[src/rtl/xy_route_pkg.sv]
// Shared types and helpers for the XY-routing congestion estimator.
// Covers the FSM encoding, link-index maps, the unplaced marker and saturating counters.
package xy_route_pkg;

  typedef enum logic [3:0] {
    S_IDLE,
    S_CLR,
    S_RD_E,
    S_W_E,
    S_W_A,
    S_W_B,
    S_CHK,
    S_WALK_X,
    S_WALK_Y,
    S_FIN
  } state_t;

  localparam int UNPLACED = -1;

  // X-link (x,y)-(x+1,y); x is the lower of the two columns.
  function automatic int x_link_idx(input int x, input int y, input int n);
    return x * n + y;
  endfunction

  // Y-link (x,y)-(x,y+1); y is the lower of the two rows.
  function automatic int y_link_idx(input int x, input int y, input int n);
    return x * (n - 1) + y;
  endfunction

  function automatic logic coord_ok(input int c, input int n);
    return (c != UNPLACED) && (c >= 0) && (c < n);
  endfunction

  // Increment v, holding at the all-ones value of a w-bit counter.
  function automatic logic [31:0] sat_inc(input logic [31:0] v, input int unsigned w);
    logic [32:0] lim;
    lim = (33'd1 << w) - 33'd1;
    if ({1'b0, v} >= lim) return v;
    return v + 32'd1;
  endfunction

endpackage

[src/rtl/link_load_array.sv]
// Per-link usage counters with a synchronous clear port and a saturating increment port.
// The post-increment value is presented combinationally so the caller can track the peak.
module link_load_array
  import xy_route_pkg::*;
#(
  parameter int DEPTH  = 56,
  parameter int LOAD_W = 16,
  parameter int IDX_W  = 6
) (
  input  logic              clk,
  input  logic              clr_en,
  input  logic [IDX_W-1:0]  clr_idx,
  input  logic              inc_en,
  input  logic [IDX_W-1:0]  inc_idx,
  output logic [LOAD_W-1:0] inc_value
);

  logic [LOAD_W-1:0] load_mem [DEPTH];

  always_comb begin
    inc_value = LOAD_W'(sat_inc(32'(load_mem[inc_idx]), LOAD_W));
  end

  always_ff @(posedge clk) begin
    if (clr_en) begin
      load_mem[clr_idx] <= '0;
    end else if (inc_en) begin
      load_mem[inc_idx] <= inc_value;
    end
  end

endmodule

[src/rtl/xy_route_congestion.sv]
// Routes every edge X-then-Y on the N x N grid and accumulates link usage,
// reporting total hops, peak link load, its first link and the skipped-edge count.
module xy_route_congestion
  import xy_route_pkg::*;
#(
  parameter int N      = 8,
  parameter int N_EDGE = 71,
  parameter int ADDR_W = 32,
  parameter int LOAD_W = 16
) (
  input  logic              clk,
  input  logic              reset,
  input  logic              start,
  output logic              busy,
  output logic              done,
  output logic              edge_re,
  output logic [ADDR_W-1:0] edge_addr,
  input  logic [ADDR_W-1:0] ea_data,
  input  logic [ADDR_W-1:0] eb_data,
  output logic              pos_re,
  output logic [ADDR_W-1:0] pos_addr,
  input  logic [ADDR_W-1:0] posx_data,
  input  logic [ADDR_W-1:0] posy_data,
  output logic [31:0]       total_hops,
  output logic [LOAD_W-1:0] max_load,
  output logic [ADDR_W-1:0] max_link_id,
  output logic [15:0]       err_count
);

  localparam int LINKS = N * (N - 1);
  localparam int IDX_W = (LINKS > 1) ? $clog2(LINKS) : 1;
  localparam logic [ADDR_W-1:0] CLR_LAST = ADDR_W'(N * N - 1);
  localparam logic [ADDR_W-1:0] EDGE_END = ADDR_W'(N_EDGE);
  localparam logic [ADDR_W-1:0] LINKS_A  = ADDR_W'(LINKS);
  localparam logic signed [ADDR_W-1:0] ONE = ADDR_W'(1);

  state_t state_reg, state_next;

  logic [ADDR_W-1:0]        idx_reg;
  logic [ADDR_W-1:0]        dst_reg;
  logic [ADDR_W-1:0]        edge_addr_reg, pos_addr_reg;
  logic signed [ADDR_W-1:0] xa_reg, ya_reg, xb_reg, yb_reg;
  logic signed [ADDR_W-1:0] cur_x_reg, cur_y_reg;
  logic                     busy_reg, done_reg;
  logic [31:0]              total_hops_reg;
  logic [LOAD_W-1:0]        max_load_reg;
  logic [ADDR_W-1:0]        max_link_reg;
  logic [15:0]              err_reg;

  logic                     x_dn, y_dn;
  logic signed [ADDR_W-1:0] new_x, new_y;
  int                       x_idx_int, y_idx_int;
  logic                     coords_ok;
  logic                     edge_finished;
  logic                     clr_en, x_inc_en, y_inc_en;
  logic [IDX_W-1:0]         clr_idx, x_inc_idx, y_inc_idx;
  logic [LOAD_W-1:0]        x_inc_value, y_inc_value;

  assign busy        = busy_reg;
  assign done        = done_reg;
  assign total_hops  = total_hops_reg;
  assign max_load    = max_load_reg;
  assign max_link_id = max_link_reg;
  assign err_count   = err_reg;

  // One step of the walk: the link crossed is indexed by the lower coordinate.
  always_comb begin
    x_dn      = xb_reg < cur_x_reg;
    new_x     = x_dn ? cur_x_reg - ONE : cur_x_reg + ONE;
    x_idx_int = x_link_idx(int'(x_dn ? new_x : cur_x_reg), int'(cur_y_reg), N);
    y_dn      = yb_reg < cur_y_reg;
    new_y     = y_dn ? cur_y_reg - ONE : cur_y_reg + ONE;
    y_idx_int = y_link_idx(int'(cur_x_reg), int'(y_dn ? new_y : cur_y_reg), N);
    coords_ok = coord_ok(int'(xa_reg), N) && coord_ok(int'(ya_reg), N) &&
                coord_ok(int'(xb_reg), N) && coord_ok(int'(yb_reg), N);
  end

  assign x_inc_idx = x_idx_int[IDX_W-1:0];
  assign y_inc_idx = y_idx_int[IDX_W-1:0];
  assign clr_idx   = idx_reg[IDX_W-1:0];

  always_ff @(posedge clk) begin
    if (reset) state_reg <= S_IDLE;
    else       state_reg <= state_next;
  end

  // Walk states look ahead so every walk cycle is exactly one hop.
  always_comb begin
    state_next = state_reg;
    case (state_reg)
      S_IDLE:   if (start) state_next = S_CLR;
      S_CLR:    if (idx_reg == CLR_LAST) state_next = S_RD_E;
      S_RD_E:   state_next = (idx_reg == EDGE_END) ? S_FIN : S_W_E;
      S_W_E:    state_next = S_W_A;
      S_W_A:    state_next = S_W_B;
      S_W_B:    state_next = S_CHK;
      S_CHK: begin
        if (!coords_ok)            state_next = S_RD_E;
        else if (xa_reg != xb_reg) state_next = S_WALK_X;
        else if (ya_reg != yb_reg) state_next = S_WALK_Y;
        else                       state_next = S_RD_E;
      end
      S_WALK_X: if (new_x == xb_reg) state_next = (cur_y_reg != yb_reg) ? S_WALK_Y : S_RD_E;
      S_WALK_Y: if (new_y == yb_reg) state_next = S_RD_E;
      S_FIN:    state_next = S_IDLE;
      default:  state_next = S_IDLE;
    endcase
  end

  always_comb begin
    edge_re   = (state_reg == S_RD_E) && (idx_reg != EDGE_END);
    edge_addr = edge_re ? idx_reg : edge_addr_reg;
    pos_re    = (state_reg == S_W_E) || (state_reg == S_W_A);
    pos_addr  = pos_addr_reg;
    if (state_reg == S_W_E)      pos_addr = ea_data;
    else if (state_reg == S_W_A) pos_addr = dst_reg;
    clr_en    = (state_reg == S_CLR) && (idx_reg < LINKS_A);
    x_inc_en  = (state_reg == S_WALK_X);
    y_inc_en  = (state_reg == S_WALK_Y);
    edge_finished = (state_next == S_RD_E) &&
                    ((state_reg == S_CHK) || (state_reg == S_WALK_X) || (state_reg == S_WALK_Y));
  end

  always_ff @(posedge clk) begin
    if (reset) begin
      idx_reg        <= '0;
      dst_reg        <= '0;
      edge_addr_reg  <= '0;
      pos_addr_reg   <= '0;
      xa_reg         <= '0;
      ya_reg         <= '0;
      xb_reg         <= '0;
      yb_reg         <= '0;
      cur_x_reg      <= '0;
      cur_y_reg      <= '0;
      busy_reg       <= 1'b0;
      done_reg       <= 1'b0;
      total_hops_reg <= '0;
      max_load_reg   <= '0;
      max_link_reg   <= '0;
      err_reg        <= '0;
    end else begin
      edge_addr_reg <= edge_addr;
      pos_addr_reg  <= pos_addr;
      case (state_reg)
        S_IDLE: if (start) begin
          busy_reg       <= 1'b1;
          done_reg       <= 1'b0;
          total_hops_reg <= '0;
          max_load_reg   <= '0;
          max_link_reg   <= '0;
          err_reg        <= '0;
          idx_reg        <= '0;
        end
        S_CLR: idx_reg <= (idx_reg == CLR_LAST) ? '0 : idx_reg + 1'b1;
        S_W_E: dst_reg <= eb_data;
        S_W_A: begin
          xa_reg <= posx_data;
          ya_reg <= posy_data;
        end
        S_W_B: begin
          xb_reg <= posx_data;
          yb_reg <= posy_data;
        end
        S_CHK: begin
          if (!coords_ok) err_reg <= 16'(sat_inc(32'(err_reg), 16));
          cur_x_reg <= xa_reg;
          cur_y_reg <= ya_reg;
        end
        S_WALK_X: begin
          cur_x_reg      <= new_x;
          total_hops_reg <= total_hops_reg + 32'd1;
          if (x_inc_value > max_load_reg) begin
            max_load_reg <= x_inc_value;
            max_link_reg <= ADDR_W'(x_idx_int);
          end
        end
        S_WALK_Y: begin
          cur_y_reg      <= new_y;
          total_hops_reg <= total_hops_reg + 32'd1;
          if (y_inc_value > max_load_reg) begin
            max_load_reg <= y_inc_value;
            max_link_reg <= ADDR_W'(LINKS + y_idx_int);
          end
        end
        S_FIN: begin
          busy_reg <= 1'b0;
          done_reg <= 1'b1;
        end
        default: ;
      endcase
      if (edge_finished) idx_reg <= idx_reg + 1'b1;
    end
  end

  link_load_array #(.DEPTH(LINKS), .LOAD_W(LOAD_W), .IDX_W(IDX_W)) u_x_links (
    .clk       (clk),
    .clr_en    (clr_en),
    .clr_idx   (clr_idx),
    .inc_en    (x_inc_en),
    .inc_idx   (x_inc_idx),
    .inc_value (x_inc_value)
  );

  link_load_array #(.DEPTH(LINKS), .LOAD_W(LOAD_W), .IDX_W(IDX_W)) u_y_links (
    .clk       (clk),
    .clr_en    (clr_en),
    .clr_idx   (clr_idx),
    .inc_en    (y_inc_en),
    .inc_idx   (y_inc_idx),
    .inc_value (y_inc_value)
  );

endmodule

[config.mk]
export PLATFORM = sky130hd
export DESIGN_NAME = xy_route_congestion
export DESIGN_NICKNAME = d
export VERILOG_FILES = /design/src/rtl/xy_route_pkg.sv /design/src/rtl/link_load_array.sv /design/src/rtl/xy_route_congestion.sv
export SDC_FILE = /design/constraint.sdc
export NUM_CORES = 2
export LEC_CHECK = 0
export ABC_AREA = 1
export CAP_MARGIN = 20
export CORE_AREA = 8 8 452 454
export CTS_CLUSTER_DIAMETER = 200
export DETAILED_ROUTE_END_ITERATION = 10
export DIE_AREA = 0 0 460 462
export GPL_ROUTABILITY_DRIVEN = 0
export PLACE_DENSITY = 0.74
export SETUP_SLACK_MARGIN = 0.3
export SLEW_MARGIN = 20
export SYNTH_ARGS = -nofsm -noshare
export SYNTH_HDL_FRONTEND = slang
export SYNTH_HIERARCHICAL = 1
export SYNTH_SLANG_ARGS = --single-unit
[constraint.sdc]
create_clock -name clk -period 10.4 [get_ports clk]
set_input_delay 1.04 -clock clk [delete_from_list [all_inputs] [get_ports clk]]
set_output_delay 1.04 -clock clk [all_outputs]
set_load 0.02 [all_outputs]
==> run metrics <==
status complete, but fails checks; failing checks design-rule violations; floorplan row count 163; total number of vias 86900; number of buffers between clock root and the deepest sink 3; EDFF count, synth between 1500 and 2000; setup violation total in the final timing report 0; number of max-cap violations 0; shortest period the worst path allows 9.59 ns; number of levels the H-tree was split into 4; slowest stage delay, CP 0.55 ns; cell area power density around 150 mW/mm²; IO Pins around 300; average wire per standard cell 23.0 µm; worst hold-check path type flip-flop to flip-flop; clock transition time at the flip-flop clock pins of the worst setup and hold paths approximately 0.060 ns; clock latency on the worst-skew pair 0.89 ns; Worst-Margin Slew 1.16 ns; startpoint class of the critical path flip-flop; total core area 0.197 mm²; Avg Cell Area, Syn approximately 9.3 µm²; combined area of all synthesized cells 0.108 mm²; residual antenna-violating net count after detailed routing 0; final hold viol count 0; share of the synthesized area in the top cell type 0.500; number of buffers added to fix hold violations after cts 0; main flop type after synthesis sky130_fd_sc_hd__edfxtp_1; First-pass DRT Iterations 11; Post-synth ARST share 0; vias in the first global route 81500; Routed WL 333 mm; number of antenna violations at the first check in global routing 9; distinct cell type count after synthesis 75; final worst clock skew 0.0523 ns; FF+latch count, synth 2214; clock power share 0.449; sequential-to-total area share from yosys stat 0.579; worst-path cell with the longest stage delay sky130_fd_sc_hd__dfxtp_1; placed instance count between 10000 and 15000; Fillers 15900; worst max-slew margin expressed relative to the limit 0.223; number of sinks handled by clock tree synthesis 2214; highest clock frequency the design can meet 104 MHz; final-layout setup total negative slack 0 ns; storage element area a little over 0.06 mm²; final cell count without fillers approximately 14000; multi-input logic area between 0.03 and 0.04 mm²; die area 0.213 mm²; HPWL after detailed placement 214 mm; endpoint required time on the critical path 11.13 ns; Synthesis Warnings 6; share of total power consumed by net switching 0.206; largest net degree at the start of global routing 209; global-route wire length before repair 495 mm; top cells by area in the synthesized netlist sky130_fd_sc_hd__edfxtp_1, sky130_fd_sc_hd__nand2_1, sky130_fd_sc_hd__dfxtp_1; global-route total usage across every layer 0.300; part of the cycle the worst path needs 0.922; ratio of cells with drive above 1 in the final layout 0.0614; Synth Net Count between 10000 and 15000; VDD IR-drop max 0.000172 V; start point of the worst hold path dst_reg[30]$_SDFFE_PP0P_; largest fanout on the critical path 36; Die X-Extent 460 µm; TritonCTS Buffers between 200 and 250; root buffer cell sky130_fd_sc_hd__clkbuf_16; combinational share of power 0.016; area delta synth->final 11.7%; Reg power frac 0.534; start of the worst register-to-register path cur_x_reg[26]$_SDFFE_PP0P_; Nets 12100; critical path's most frequent cell sky130_fd_sc_hd__nand2_1; Worst Setup Path Type flip-flop to flip-flop; Leakage 47.4 nW; endpoint type of the worst setup path flip-flop; quantity of I/O buffers inserted on ports 294; DRC Markers 2; detail-routed via count per cell between 5 and 6; Psw roughly 3.7 mW; cell count after synthesis between 10000 and 15000; Largest regs u_x_links/load_mem x896, u_y_links/load_mem x896; max-slew violations 0; RSZ-0062 raised after global routing no; Internal Power between 10 and 15 mW; height of the die 462 µm; remaining global-route overflow 0; data arrival time of the worst path 10.32 ns; Initial DRC Count ~12000; largest area contributor in the synthesized netlist sky130_fd_sc_hd__edfxtp_1; starting utilization of the core area 0.547; clock tree from TritonCTS built; startpoint of the worst setup timing path cur_x_reg[26]$_SDFFE_PP0P_
path summary, 6_finish.rpt:
kind                                  end  slack, ns  depth (start not counted)
max          max_link_id[20]$_SDFFE_PP0P_       0.81                         42
min reg2reg      dst_reg[30]$_SDFFE_PP0P_       0.47                          2
max reg2reg  max_link_id[20]$_SDFFE_PP0P_       0.81                         42
min              dst_reg[30]$_SDFFE_PP0P_       0.47                          2
placed cells by master (no fill, tap or decap), drive strengths merged, types with 29 or more instances in the layout:
cell	synthesis	layout
fa	61	61
inv	859	854
nand3	1473	1473
nor2	1047	1047
a21oi	410	410
o21ai	671	671
or2	67	67
nand4	93	93
nor3	76	76
dfxtp	422	422
clkinv	6	101
edfxtp	1792	1792
buf	352	201
o22ai	56	56
xor2	91	91
a31oi	86	86
clkbuf	212	279
nand2	3202	3202
ha	252	252
clkdlybuf4s50	0	293
nor4	35	35
a221oi	29	29
xnor2	72	72
synthesized netlist by cell type, types with 13 or more instances:
library cell	count
sky130_fd_sc_hd__dfxtp_1	422
sky130_fd_sc_hd__o21ai_0	647
sky130_fd_sc_hd__clkbuf_1	212
sky130_fd_sc_hd__fa_1	61
sky130_fd_sc_hd__buf_1	33
sky130_fd_sc_hd__a31oi_1	86
sky130_fd_sc_hd__edfxtp_1	1792
sky130_fd_sc_hd__ha_1	252
sky130_fd_sc_hd__nor3_1	74
sky130_fd_sc_hd__inv_1	847
sky130_fd_sc_hd__a211oi_1	28
sky130_fd_sc_hd__buf_4	112
sky130_fd_sc_hd__nor2_1	1020
sky130_fd_sc_hd__or2_2	65
sky130_fd_sc_hd__o211ai_1	18
sky130_fd_sc_hd__nand4_1	88
sky130_fd_sc_hd__nor4_1	34
sky130_fd_sc_hd__a221oi_1	29
sky130_fd_sc_hd__buf_6	38
sky130_fd_sc_hd__o22ai_1	56
sky130_fd_sc_hd__nand3_1	1470
sky130_fd_sc_hd__o21ai_1	23
sky130_fd_sc_hd__a21oi_1	399
sky130_fd_sc_hd__xor2_1	91
sky130_fd_sc_hd__nor2_2	15
sky130_fd_sc_hd__nand2_2	15
sky130_fd_sc_hd__xnor2_1	72
sky130_fd_sc_hd__nand2_1	3184
sky130_fd_sc_hd__o21bai_1	14
sky130_fd_sc_hd__nand3b_1	13
sky130_fd_sc_hd__buf_2	167
critical path: cells and delay by family, from the launching register on:
| kind | cells | cell delay (ns) |
|---|---|---|
| adders and majority gates | 5 | 1.90 |
| AOI/OAI and AO/OA | 6 | 0.74 |
| xor gates and xnor gates | 1 | 0.14 |
| DFF | 1 | 0.55 |
| and+or+nand+nor | 21 | 3.71 |
| buffers and inverters | 9 | 2.34 |
power by group through the flow:
stage               sequential, mW  clock, mW  combinational, mW
CTS                           9.49       8.04              0.280
floorplan                     9.67          0              0.124
global route                  9.48       8.39              0.308
global placement              9.68          0              0.272
finish                        9.49       7.98              0.290
detailed placement            9.68          0              0.278
layer usage:
metal	part of all wire	vias to the layer above	routed length [µm]	GRT usage
li1	-	39400	-	-
met1	0.38	41200	125000	0.401
met2	0.43	5387	144000	0.449
met3	0.13	942	44000	0.0903
met4	0.058	2	19300	0.148
met5	0.000033	-	11	0
repair_timing:
item                       CTS  global route
setup endpoints to repair    0            48
buffers inserted             0             3
resized for setup            0             4
stage by stage:
stage	utilization	worst slack (ns)	power [mW]	area, µm²	hold WS [ns]
CTS	0.610	0.577	17.8	120000	0.470
finish	0.611	0.810	17.8	120000	0.471
detailed placement	0.573	0.619	9.95	113000	0.457
floorplan	-	1.49	9.79	108000	0.447
global route	0.611	0.345	18.2	120000	0.492
global placement	0.573	0.200	9.95	113000	0.458
layout make-up:
cell class,instances,area share
antenna,10,0.000208
inverter,865,0.0276
multi-input combinational,7869,0.327
timing repair buffer,495,0.0390
tap,2640,0.0275
clock buffer,278,0.0484
timing repair inverter,1,0.0000625
clock inverter,127,0.0117
sequential,2214,0.519
kinds of logic after synthesis:
kind of cell	Yosys count	share of synthesized area
adders and majority gates	313	0.0407
AOI/OAI and AO/OA	1361	0.0694
xor gates and xnor gates	175	0.0158
buffers and inverters	1429	0.0587
and+or+nand+nor	6020	0.236
DFF	2214	0.579
(Power assumes the default switching activity.)
